### config.mk
export PLATFORM = sky130hd
export DESIGN_NAME = except_fetch_unit_flat
export DESIGN_NICKNAME = d
export VERILOG_FILES = /design/src/rtl/except_fetch_unit_if.sv /design/src/rtl/except_fetch_unit.sv /design/src/flat_wrapper.sv
export SDC_FILE = /design/constraint.sdc
export NUM_CORES = 1
export LEC_CHECK = 0
export BUFFER_PORTS_ARGS = -buffer_cell sky130_fd_sc_hd__buf_2
export CORE_ASPECT_RATIO = 1.5
export CORE_MARGIN = 8
export CORE_UTILIZATION = 45
export DETAILED_ROUTE_END_ITERATION = 10
export HOLD_SLACK_MARGIN = 0.08
export PLACE_DENSITY = 0.65
export SLEW_MARGIN = 20
export SYNTH_ARGS = -nofsm -noshare
export SYNTH_HDL_FRONTEND = slang
export SYNTH_SLANG_ARGS = --single-unit
### constraint.sdc
create_clock -name clk -period 3.5 [get_ports clk]
set_clock_uncertainty 0.2 [all_clocks]
set_input_delay 0.875 -clock clk [delete_from_list [all_inputs] [get_ports clk]]
set_output_delay 0.875 -clock clk [all_outputs]
set_load 0.01 [all_outputs]
### src/rtl/except_fetch_unit_if.sv
// except_fetch_unit_if
//   Bundles the fetch-side request, breakpoint programming, trap handshake
//   and exception status of the fetch exception unit.
//   master: the fetch/trap side that drives requests and reads status.
//   slave : the exception unit itself.
//   Signals:
//     PC, fetchValid, iAlign, pageFault         fetch request and MMU status
//     bpWrEn, bpWrIdx, bpWrAddr, bpWrArm        breakpoint entry write port
//     exceptAck, flush                          trap consume / pipeline flush
//     exceptValid, exceptSignal, exceptCause,
//     exceptPC, fetchStall, exceptCount         held exception status
interface except_fetch_unit_if #(
  parameter int N      = 64,
  parameter int NUM_BP = 4,
  parameter int CNT_W  = 16
);
  localparam int IDX_W = (NUM_BP > 1) ? $clog2(NUM_BP) : 1;

  logic [N-1:0]     PC;
  logic             fetchValid;
  logic             iAlign;
  logic             pageFault;
  logic             bpWrEn;
  logic [IDX_W-1:0] bpWrIdx;
  logic [N-1:0]     bpWrAddr;
  logic             bpWrArm;
  logic             exceptAck;
  logic             flush;
  logic             exceptValid;
  logic [3:0]       exceptSignal;
  logic [3:0]       exceptCause;
  logic [N-1:0]     exceptPC;
  logic             fetchStall;
  logic [CNT_W-1:0] exceptCount;

  modport master (
    output PC, fetchValid, iAlign, pageFault,
    output bpWrEn, bpWrIdx, bpWrAddr, bpWrArm,
    output exceptAck, flush,
    input  exceptValid, exceptSignal, exceptCause, exceptPC, fetchStall, exceptCount
  );

  modport slave (
    input  PC, fetchValid, iAlign, pageFault,
    input  bpWrEn, bpWrIdx, bpWrAddr, bpWrArm,
    input  exceptAck, flush,
    output exceptValid, exceptSignal, exceptCause, exceptPC, fetchStall, exceptCount
  );
endinterface

### src/rtl/except_fetch_unit.sv
// except_fetch_unit
//   Fetch-stage exception unit. Each valid fetch PC is checked for a
//   breakpoint hit, MMU page fault, out-of-range access and misalignment.
//   The highest-priority exception is captured into a holding register and
//   fetch is stalled until the trap logic acknowledges it or a flush drops it.
//   Ports:
//     clk    clock
//     reset  asynchronous, active-low reset
//     bus    except_fetch_unit_if.slave (fetch request, breakpoint writes,
//            ack/flush in; held exception status and counter out)
module except_fetch_unit #(
  parameter int           N      = 64,
  parameter int           NUM_BP = 4,
  parameter logic [N-1:0] MEM_LO = '0,
  parameter logic [N-1:0] MEM_HI = 64'hFFFF_FFFF,
  parameter int           CNT_W  = 16
) (
  input logic               clk,
  input logic               reset,
  except_fetch_unit_if.slave bus
);
  localparam int IDX_W = (NUM_BP > 1) ? $clog2(NUM_BP) : 1;

  typedef enum logic {IDLE, PENDING} state_t;

  state_t           state, state_next;
  logic             bp_arm  [NUM_BP];
  logic [N-1:0]     bp_addr [NUM_BP];
  logic [3:0]       sig_q;
  logic [3:0]       cause_q;
  logic [N-1:0]     pc_q;
  logic [CNT_W-1:0] count_q;

  logic             below_lo, above_hi;
  logic             bp_match;
  logic [3:0]       raw;
  logic [3:0]       cause_next;
  logic             capture, release_held;

  // Range bounds at the extremes of the address space can never be violated;
  // elaborate those comparisons away instead of comparing against a constant.
  if (MEM_LO == '0) begin : g_lo_open
    assign below_lo = 1'b0;
  end else begin : g_lo_cmp
    assign below_lo = bus.PC < MEM_LO;
  end

  if (MEM_HI == '1) begin : g_hi_open
    assign above_hi = 1'b0;
  end else begin : g_hi_cmp
    assign above_hi = bus.PC > MEM_HI;
  end

  // Breakpoint compare uses the registered entries, so a write landing this
  // cycle is only seen from the next cycle on.
  always_comb begin
    bp_match = 1'b0;
    for (int i = 0; i < NUM_BP; i++) begin
      if (bp_arm[i] && (bp_addr[i] == bus.PC)) bp_match = 1'b1;
    end
  end

  always_comb begin
    raw = 4'b0000;
    if (bus.fetchValid) begin
      raw[3] = bp_match;
      raw[2] = bus.pageFault;
      raw[1] = below_lo | above_hi;
      raw[0] = bus.iAlign ? bus.PC[0] : (|bus.PC[1:0]);
    end
  end

  // Priority encoder: breakpoint > page fault > access fault > misalign.
  always_comb begin
    cause_next = 4'd0;
    if (raw[3])      cause_next = 4'd3;
    else if (raw[2]) cause_next = 4'd12;
    else if (raw[1]) cause_next = 4'd1;
    else             cause_next = 4'd0;
  end

  always_ff @(posedge clk or negedge reset) begin
    if (!reset) state <= IDLE;
    else        state <= state_next;
  end

  // A flush in the same cycle as a faulting fetch suppresses the capture;
  // while an exception is held, new fetches are ignored entirely.
  always_comb begin
    state_next   = state;
    capture      = 1'b0;
    release_held = 1'b0;
    case (state)
      IDLE: begin
        if ((|raw) && !bus.flush) begin
          state_next = PENDING;
          capture    = 1'b1;
        end
      end
      PENDING: begin
        if (bus.exceptAck || bus.flush) begin
          state_next   = IDLE;
          release_held = 1'b1;
        end
      end
      default: state_next = IDLE;
    endcase
  end

  // Holding register; the PC is intentionally kept after release so trap
  // logic can still read it.
  always_ff @(posedge clk or negedge reset) begin
    if (!reset) begin
      sig_q   <= 4'b0000;
      cause_q <= 4'd0;
      pc_q    <= '0;
      count_q <= '0;
    end else if (capture) begin
      sig_q   <= raw;
      cause_q <= cause_next;
      pc_q    <= bus.PC;
      if (count_q != '1) count_q <= count_q + CNT_W'(1);
    end else if (release_held) begin
      sig_q   <= 4'b0000;
      cause_q <= 4'd0;
    end
  end

  // Breakpoint programming is accepted regardless of the exception state.
  always_ff @(posedge clk or negedge reset) begin
    if (!reset) begin
      for (int i = 0; i < NUM_BP; i++) begin
        bp_arm[i]  <= 1'b0;
        bp_addr[i] <= '0;
      end
    end else if (bus.bpWrEn) begin
      for (int i = 0; i < NUM_BP; i++) begin
        if (IDX_W'(i) == bus.bpWrIdx) begin
          bp_arm[i]  <= bus.bpWrArm;
          bp_addr[i] <= bus.bpWrAddr;
        end
      end
    end
  end

  assign bus.exceptValid  = (state == PENDING);
  assign bus.fetchStall   = (state == PENDING);
  assign bus.exceptSignal = sig_q;
  assign bus.exceptCause  = cause_q;
  assign bus.exceptPC     = pc_q;
  assign bus.exceptCount  = count_q;

endmodule

### src/flat_wrapper.sv
// flat-port wrapper written by rule: the top's interface ports become plain ports
module except_fetch_unit_flat 
#(
  parameter int           N      = 64,
  parameter int           NUM_BP = 4,
  parameter logic [N-1:0] MEM_LO = '0,
  parameter logic [N-1:0] MEM_HI = 64'hFFFF_FFFF,
  parameter int           CNT_W  = 16
)
  (clk, reset, bus_PC, bus_fetchValid, bus_iAlign, bus_pageFault, bus_bpWrEn, bus_bpWrIdx, bus_bpWrAddr, bus_bpWrArm, bus_exceptAck, bus_flush, bus_exceptValid, bus_exceptSignal, bus_exceptCause, bus_exceptPC, bus_fetchStall, bus_exceptCount);
  except_fetch_unit_if #(.N(N), .NUM_BP(NUM_BP), .CNT_W(CNT_W)) bus_i ();
  input logic clk;
  input logic reset;
  input wire logic [$bits(bus_i.PC)-1:0] bus_PC;
  input wire logic [$bits(bus_i.fetchValid)-1:0] bus_fetchValid;
  input wire logic [$bits(bus_i.iAlign)-1:0] bus_iAlign;
  input wire logic [$bits(bus_i.pageFault)-1:0] bus_pageFault;
  input wire logic [$bits(bus_i.bpWrEn)-1:0] bus_bpWrEn;
  input wire logic [$bits(bus_i.bpWrIdx)-1:0] bus_bpWrIdx;
  input wire logic [$bits(bus_i.bpWrAddr)-1:0] bus_bpWrAddr;
  input wire logic [$bits(bus_i.bpWrArm)-1:0] bus_bpWrArm;
  input wire logic [$bits(bus_i.exceptAck)-1:0] bus_exceptAck;
  input wire logic [$bits(bus_i.flush)-1:0] bus_flush;
  output wire logic [$bits(bus_i.exceptValid)-1:0] bus_exceptValid;
  output wire logic [$bits(bus_i.exceptSignal)-1:0] bus_exceptSignal;
  output wire logic [$bits(bus_i.exceptCause)-1:0] bus_exceptCause;
  output wire logic [$bits(bus_i.exceptPC)-1:0] bus_exceptPC;
  output wire logic [$bits(bus_i.fetchStall)-1:0] bus_fetchStall;
  output wire logic [$bits(bus_i.exceptCount)-1:0] bus_exceptCount;
  assign bus_i.PC = bus_PC;
  assign bus_i.fetchValid = bus_fetchValid;
  assign bus_i.iAlign = bus_iAlign;
  assign bus_i.pageFault = bus_pageFault;
  assign bus_i.bpWrEn = bus_bpWrEn;
  assign bus_i.bpWrIdx = bus_bpWrIdx;
  assign bus_i.bpWrAddr = bus_bpWrAddr;
  assign bus_i.bpWrArm = bus_bpWrArm;
  assign bus_i.exceptAck = bus_exceptAck;
  assign bus_i.flush = bus_flush;
  assign bus_exceptValid = bus_i.exceptValid;
  assign bus_exceptSignal = bus_i.exceptSignal;
  assign bus_exceptCause = bus_i.exceptCause;
  assign bus_exceptPC = bus_i.exceptPC;
  assign bus_fetchStall = bus_i.fetchStall;
  assign bus_exceptCount = bus_i.exceptCount;
  except_fetch_unit #(.N(N), .NUM_BP(NUM_BP), .MEM_LO(MEM_LO), .MEM_HI(MEM_HI), .CNT_W(CNT_W)) u_core (.clk(clk), .reset(reset), .bus(bus_i));
endmodule
==> Word level (Yosys, flattened, before mapping) <==
Cells that the tools add are included.
Widths: inputs -> output; s select.
{ "totals": {"regBits": 349, "input_bits": 139, "out_inout_bits": 90, "word_cells": 58} }
{ "op_classes": {"add_sub_neg": 1, "magnitude_cmp": 1, "eq_ne": 8, "n_mux": 18, "bitwise_logic": 1, "reduce_logical": 16} }
{ "ops": {"columns": ["operator", "n"], "rows": [
  ["$eq 64x64->1", 4],
  ["$gt 64x32->1 const B", 1],
  ["$mux 4", 6],
  ["$add 16x1->16 const B", 1],
  ["$ne 16x16->1 const B", 1],
  ["$mux 1", 11],
  ["$reduce_and 2->1", 5],
  ["$logic_and 1x1->1", 5],
  ["$eq 2x2->1 const A", 2],
  ["$reduce_or 4->1", 1],
  ["$eq 1x2->1 const A", 1],
  ["$logic_not 2->1", 1],
  ["$pmux 1 s2", 1],
  ["$reduce_bool 2->1", 1],
  ["$reduce_or 2->1", 1],
  ["$logic_not 1->1", 1],
  ["$logic_or 1x1->1", 1],
  ["$not 1->1", 1]
]} }

==> Logic depth before layout (Yosys ltp) <==
{ "logic_depth": {"depth_word": 12, "ltp_mapped": 12, "mapped_depth_nobuf": 9} }

==> Worst setup path after synthesis <==
Ideal clock, no wire load.
{ "synth_timing": {"kind": "in2reg", "startpoint": "input port bus_PC[32]", "endpoint": "register u_core.pc_q[55] (netlist: u_core.bus.exceptPC[55])", "setup_ns": 0.125, "arrival_time_ns": 3.191, "required_time_ns": 3.175, "setup_slack_ns": -0.015, "cell_stages": 11, "path_buffers": 3, "cell_sequence": "buf_2 > xor2_1 > nor4_1 > nand4_1 > a2111o_1 > nor4_1 > a311oi_1 > a21oi_2 > buf_4 > buf_6 > mux2_2"} }
{ "synth_between": {"elab_chain_cells": 11, "elab_cells_between_ends": 18, "cone_classes": "order compare: 1; eq/ne: 4; mux: 7; reduce/logical: 6"} }
{ "synth_lines": {"columns": ["element", "line_no", "source"], "rows": [
  ["start: declaration", "flat_wrapper.sv:14", "input wire logic [$bits(bus_i.PC)-1:0] bus_PC;"],
  ["parallel branches: the longest is 6 deep, another holds $gt 64x32->1", null, null],
  ["$mux 4 *", "except_fetch_unit.sv:65", "if (bus.fetchValid) begin"],
  ["$reduce_or 4->1 *", "except_fetch_unit.sv:95", "if ((|raw) && !bus.flush) begin"],
  ["$logic_and 1x1->1 *", "except_fetch_unit.sv:95", null],
  ["$mux 1 *", "except_fetch_unit.sv:95", null],
  ["$mux 1 *", "except_fetch_unit.sv:93", "case (state)"],
  ["end signal: assignment", "except_fetch_unit.sv:121", "pc_q <= bus.PC;"],
  ["end: declaration", "except_fetch_unit.sv:31", "logic [N-1:0] pc_q;"]
]} }
Mark *: on every way between the ends.
A chain may end at the register's enable or synchronous reset.

==> Final worst setup path <==
{ "layout_timing": {"startpoint": "input port bus_PC[57]", "endpoint": "register u_core.pc_q[30] (netlist: u_core.bus.exceptPC[30])"} }
The elaborated chain is that of the path after synthesis.

==> out/metrics.cfg <==
[routing]
drc = 0
ant_nets = 0
wirelength_um = 50800
dr.pass1.iters = 5
viasPerCell = 5.409
wire_per_inst_um = 24.67
vias = 11140
drt-initial-drc-count = 617

[synthesis]
synth_edf_count = 0
synth_cell_types = 45
synth_top_area_share = 0.5362
syn_inst = 1241
synthArstFlopShare = 1.000
synth_area_per_cell_um2 = 13.05
ys_ff_latch = 347
synth_fp_nets = 1381
synth_ff_type = dfrtp_1
yosysTopAreaCell = dfrtp_1
yosysWarnings = 0
netlist_area_um2 = 16200
synth.area.top_cells = dfrtp_1 54%, mux2_2 22%, xnor2_1 9.4%
ys_seq_area_frac = 0.5362

[global_routing]
antenna_found_initial = 2
grt_busiest_layer = met2
grt_overflow = 0
grt_start_max_net_pins = 81
grt_pass1_vias = 11730
grtUsageMet2 = 0.4200
met3_usage = 0.03680
grt_pass1_wl_um = 74930
met1_usage = 0.2812
grt.total_usage = 0.2404

[clock_network]
htree_levels = 2
cts_tree = yes
ctsRootBufferMaster = clkbuf_16
clock-sinks = 347
max-clock-path-buffers = 3
cts_made_buffers = 36
cts_resized = 0
worstSkewPairLatency_ns = 0.53
post_cts_buffers = 0
hold_buffers = 0
clkTransAtPathRegs_ns = 0.06

[placed_design]
place.gp.congestion = 0.9213
post-dp-hpwl_um = 39080
numPortBuffers = 228
pre_cts_ws_ns = -0.2320
dpl-instance-area_um2 = 18780

[power_and_ir_drop]
swShare = 0.2889
powerDensity_nw_per_um2 = 601.3
seqPwrFrac = 0.441
p_comb_frac = 0.235
internal_power_mw = 8.544
vdd_drop_max_mv = 0.4514
p_clk_frac = 0.324
power_mw = 12.01
p_switching_mw = 3.470
leakagePower_nw = 8.770

[die]
rows = 85
ioPinCount = 229
dieArea_um2 = 42440
dieWidth_um = 170.9
initial_core_util = 0.4532
die_h_um = 248.3
core_um2 = 35730

[timing]
rsz0062_at_grt = false
max_slew.worst_pin.slew_ns = 0.8280
final-hold-violation-count = 0
slew_violations = 0
finalSetupViolCount = 0
period_minus_slack_ns = 3.284
fin_ws_ns = 0.2159
maxSlewHeadroom = 0.4429
hold_slack_ns = 0.1207
post-route-period-util = 0.9383
max_freq_ghz = 0.3045

[worst_setup_path]
cp.required_ns = 3.71
cp-end-kind = flip-flop
startpoint_type = primary input
arrival_ns = 3.49
worstSetupPathType = primary input to flip-flop
path_max_fanout = 24

[cells_and_area]
stdcell_area_um2 = 19980
layout.nets = 1694
area_growth_pct = 23.37
layout-drive-gt1-share = 0.4804

[status]
status = finished, final reports clean

[flow_run]
cap_violations = 0

[min_path]
min_path_type = primary input to asynchronous set/reset pin

cell usage after synthesis (2+ instances only):
cell	count
buf_4	5
nand3b_1	2
a21oi_1	3
xnor2_1	173
dfrtp_1	347
nand3_1	18
nor4_1	37
a221oi_1	3
nor3_1	5
buf_1	5
a221o_1	2
and3_1	5
xor2_1	77
o21ai_0	11
inv_1	22
nand4_1	53
buf_6	2
a31oi_1	2
o22ai_1	10
nor2_1	10
mux2_2	321
nand2_1	17
clkbuf_1	80
buf_2	10
kinds of logic (layout without fill, tap and decap cells):
group | count (synthesis) | after routing | share of synthesized area
compound gates | 43 | 43 | 0.01831
xor+xnor | 250 | 250 | 0.1352
fa+ha+maj | 1 | 1 | 0.0007724
buf+inv | 124 | 463 | 0.03160
flops | 347 | 347 | 0.5362
mux | 322 | 322 | 0.2239
other cells | 0 | 1 | 0
simple gates | 154 | 154 | 0.05408
state kept, by name, indices dropped and copies added (netlist names):
signal / flops
u_core.bp_addr: 256
u_core.bp_arm: 4
u_core.bus.exceptCause: 3
u_core.bus.exceptCount: 16
u_core.bus.exceptPC: 64
u_core.bus.exceptSignal: 3
u_core.bus.exceptValid: 1
metal layers:
layer	share of wire	vias up
met2	0.51	375
met4	0.050	2
met5	0.00020	-
met3	0.053	92
li1	-	4947
met1	0.39	5721
critical path, stage by stage:
cell and delay (ns):
buf_2 0.24, buf_4 0.20, o22ai_1 0.07, nor4_1 0.73, nand4_1 0.17, o22ai_1 0.18, a311oi_1 0.11, a21oi_4 0.18
buf_12 0.17, buf_12 0.19, mux2_2 0.35
through the flow:
step	instances	TNS (ns)	utilization
global placement	1994	-17.20	0.5257
finish	2059	0	0.5591
CTS	2058	0	0.5591
floorplan	1241	0	-
detailed placement	1994	-13.38	0.5257
global route	2059	0	0.5591
path summary, 6_finish.rpt:
kind / from / endpoint / slack, ns / depth (start not counted)
setup / recovery: bus_PC[57] / u_core.bus.exceptPC[30]$_DFFE_PN0P_ / 0.22 / 11
hold / removal: reset / u_core.bp_addr[176]$_DFFE_PN0P_ / 0.12 / 1
setup reg to reg: u_core.bp_addr[188]$_DFFE_PN0P_ / u_core.bus.exceptPC[30]$_DFFE_PN0P_ / 0.41 / 10
hold reg to reg: u_core.bus.exceptPC[0]$_DFFE_PN0P_ / u_core.bus.exceptPC[0]$_DFFE_PN0P_ / 0.30 / 1
max in group asynchronous: reset / u_core.bp_arm[3]$_DFFE_PN0P_ / 2.01 / 2
min in group clk: u_core.bus.exceptPC[0]$_DFFE_PN0P_ / u_core.bus.exceptPC[0]$_DFFE_PN0P_ / 0.30 / 1
power by group through the flow:
stage,Sequential [mW],Clock (mW),Combinational (mW)
6_report,5.30,3.89,2.82
3_5_place_dp,5.36,0,2.84
3_3_place_gp,5.32,0,2.80
5_1_grt,5.39,4.13,3.00
2_1_floorplan,5.34,0,1.46
4_1_cts,5.29,3.98,2.85
cells in the final DEF, fill, tap and decap left out, types with 2 or more instances in the layout:
master | synthesis | final
a21oi_1 | 3 | 3
a221o_1 | 2 | 2
a221oi_1 | 3 | 3
a31oi_1 | 2 | 2
and3_1 | 5 | 5
buf_12 | 0 | 10
buf_2 | 10 | 227
buf_4 | 5 | 139
bufinv_16 | 0 | 2
clkbuf_1 | 80 | 6
clkbuf_16 | 0 | 37
clkbuf_8 | 0 | 10
clkinv_2 | 0 | 8
dfrtp_1 | 347 | 347
inv_1 | 22 | 22
mux2_2 | 321 | 321
nand2_1 | 17 | 17
nand3_1 | 18 | 17
nand3b_1 | 2 | 2
nand4_1 | 53 | 53
nor2_1 | 10 | 10
nor3_1 | 5 | 5
nor4_1 | 37 | 37
o21ai_0 | 11 | 11
o22ai_1 | 10 | 10
xnor2_1 | 173 | 173
xor2_1 | 77 | 77
layout make-up:
type	count	area (um^2)
inverters	22	82.58
repair buffers	377	2395
multi-input cells	770	7025
flip-flops and latches	347	8683
diodes	1	2.502
fillers	3070	15750
well taps	478	598.1
clock buffers	53	1086
clock inverters	11	107.6
(Power assumes the default switching activity.)
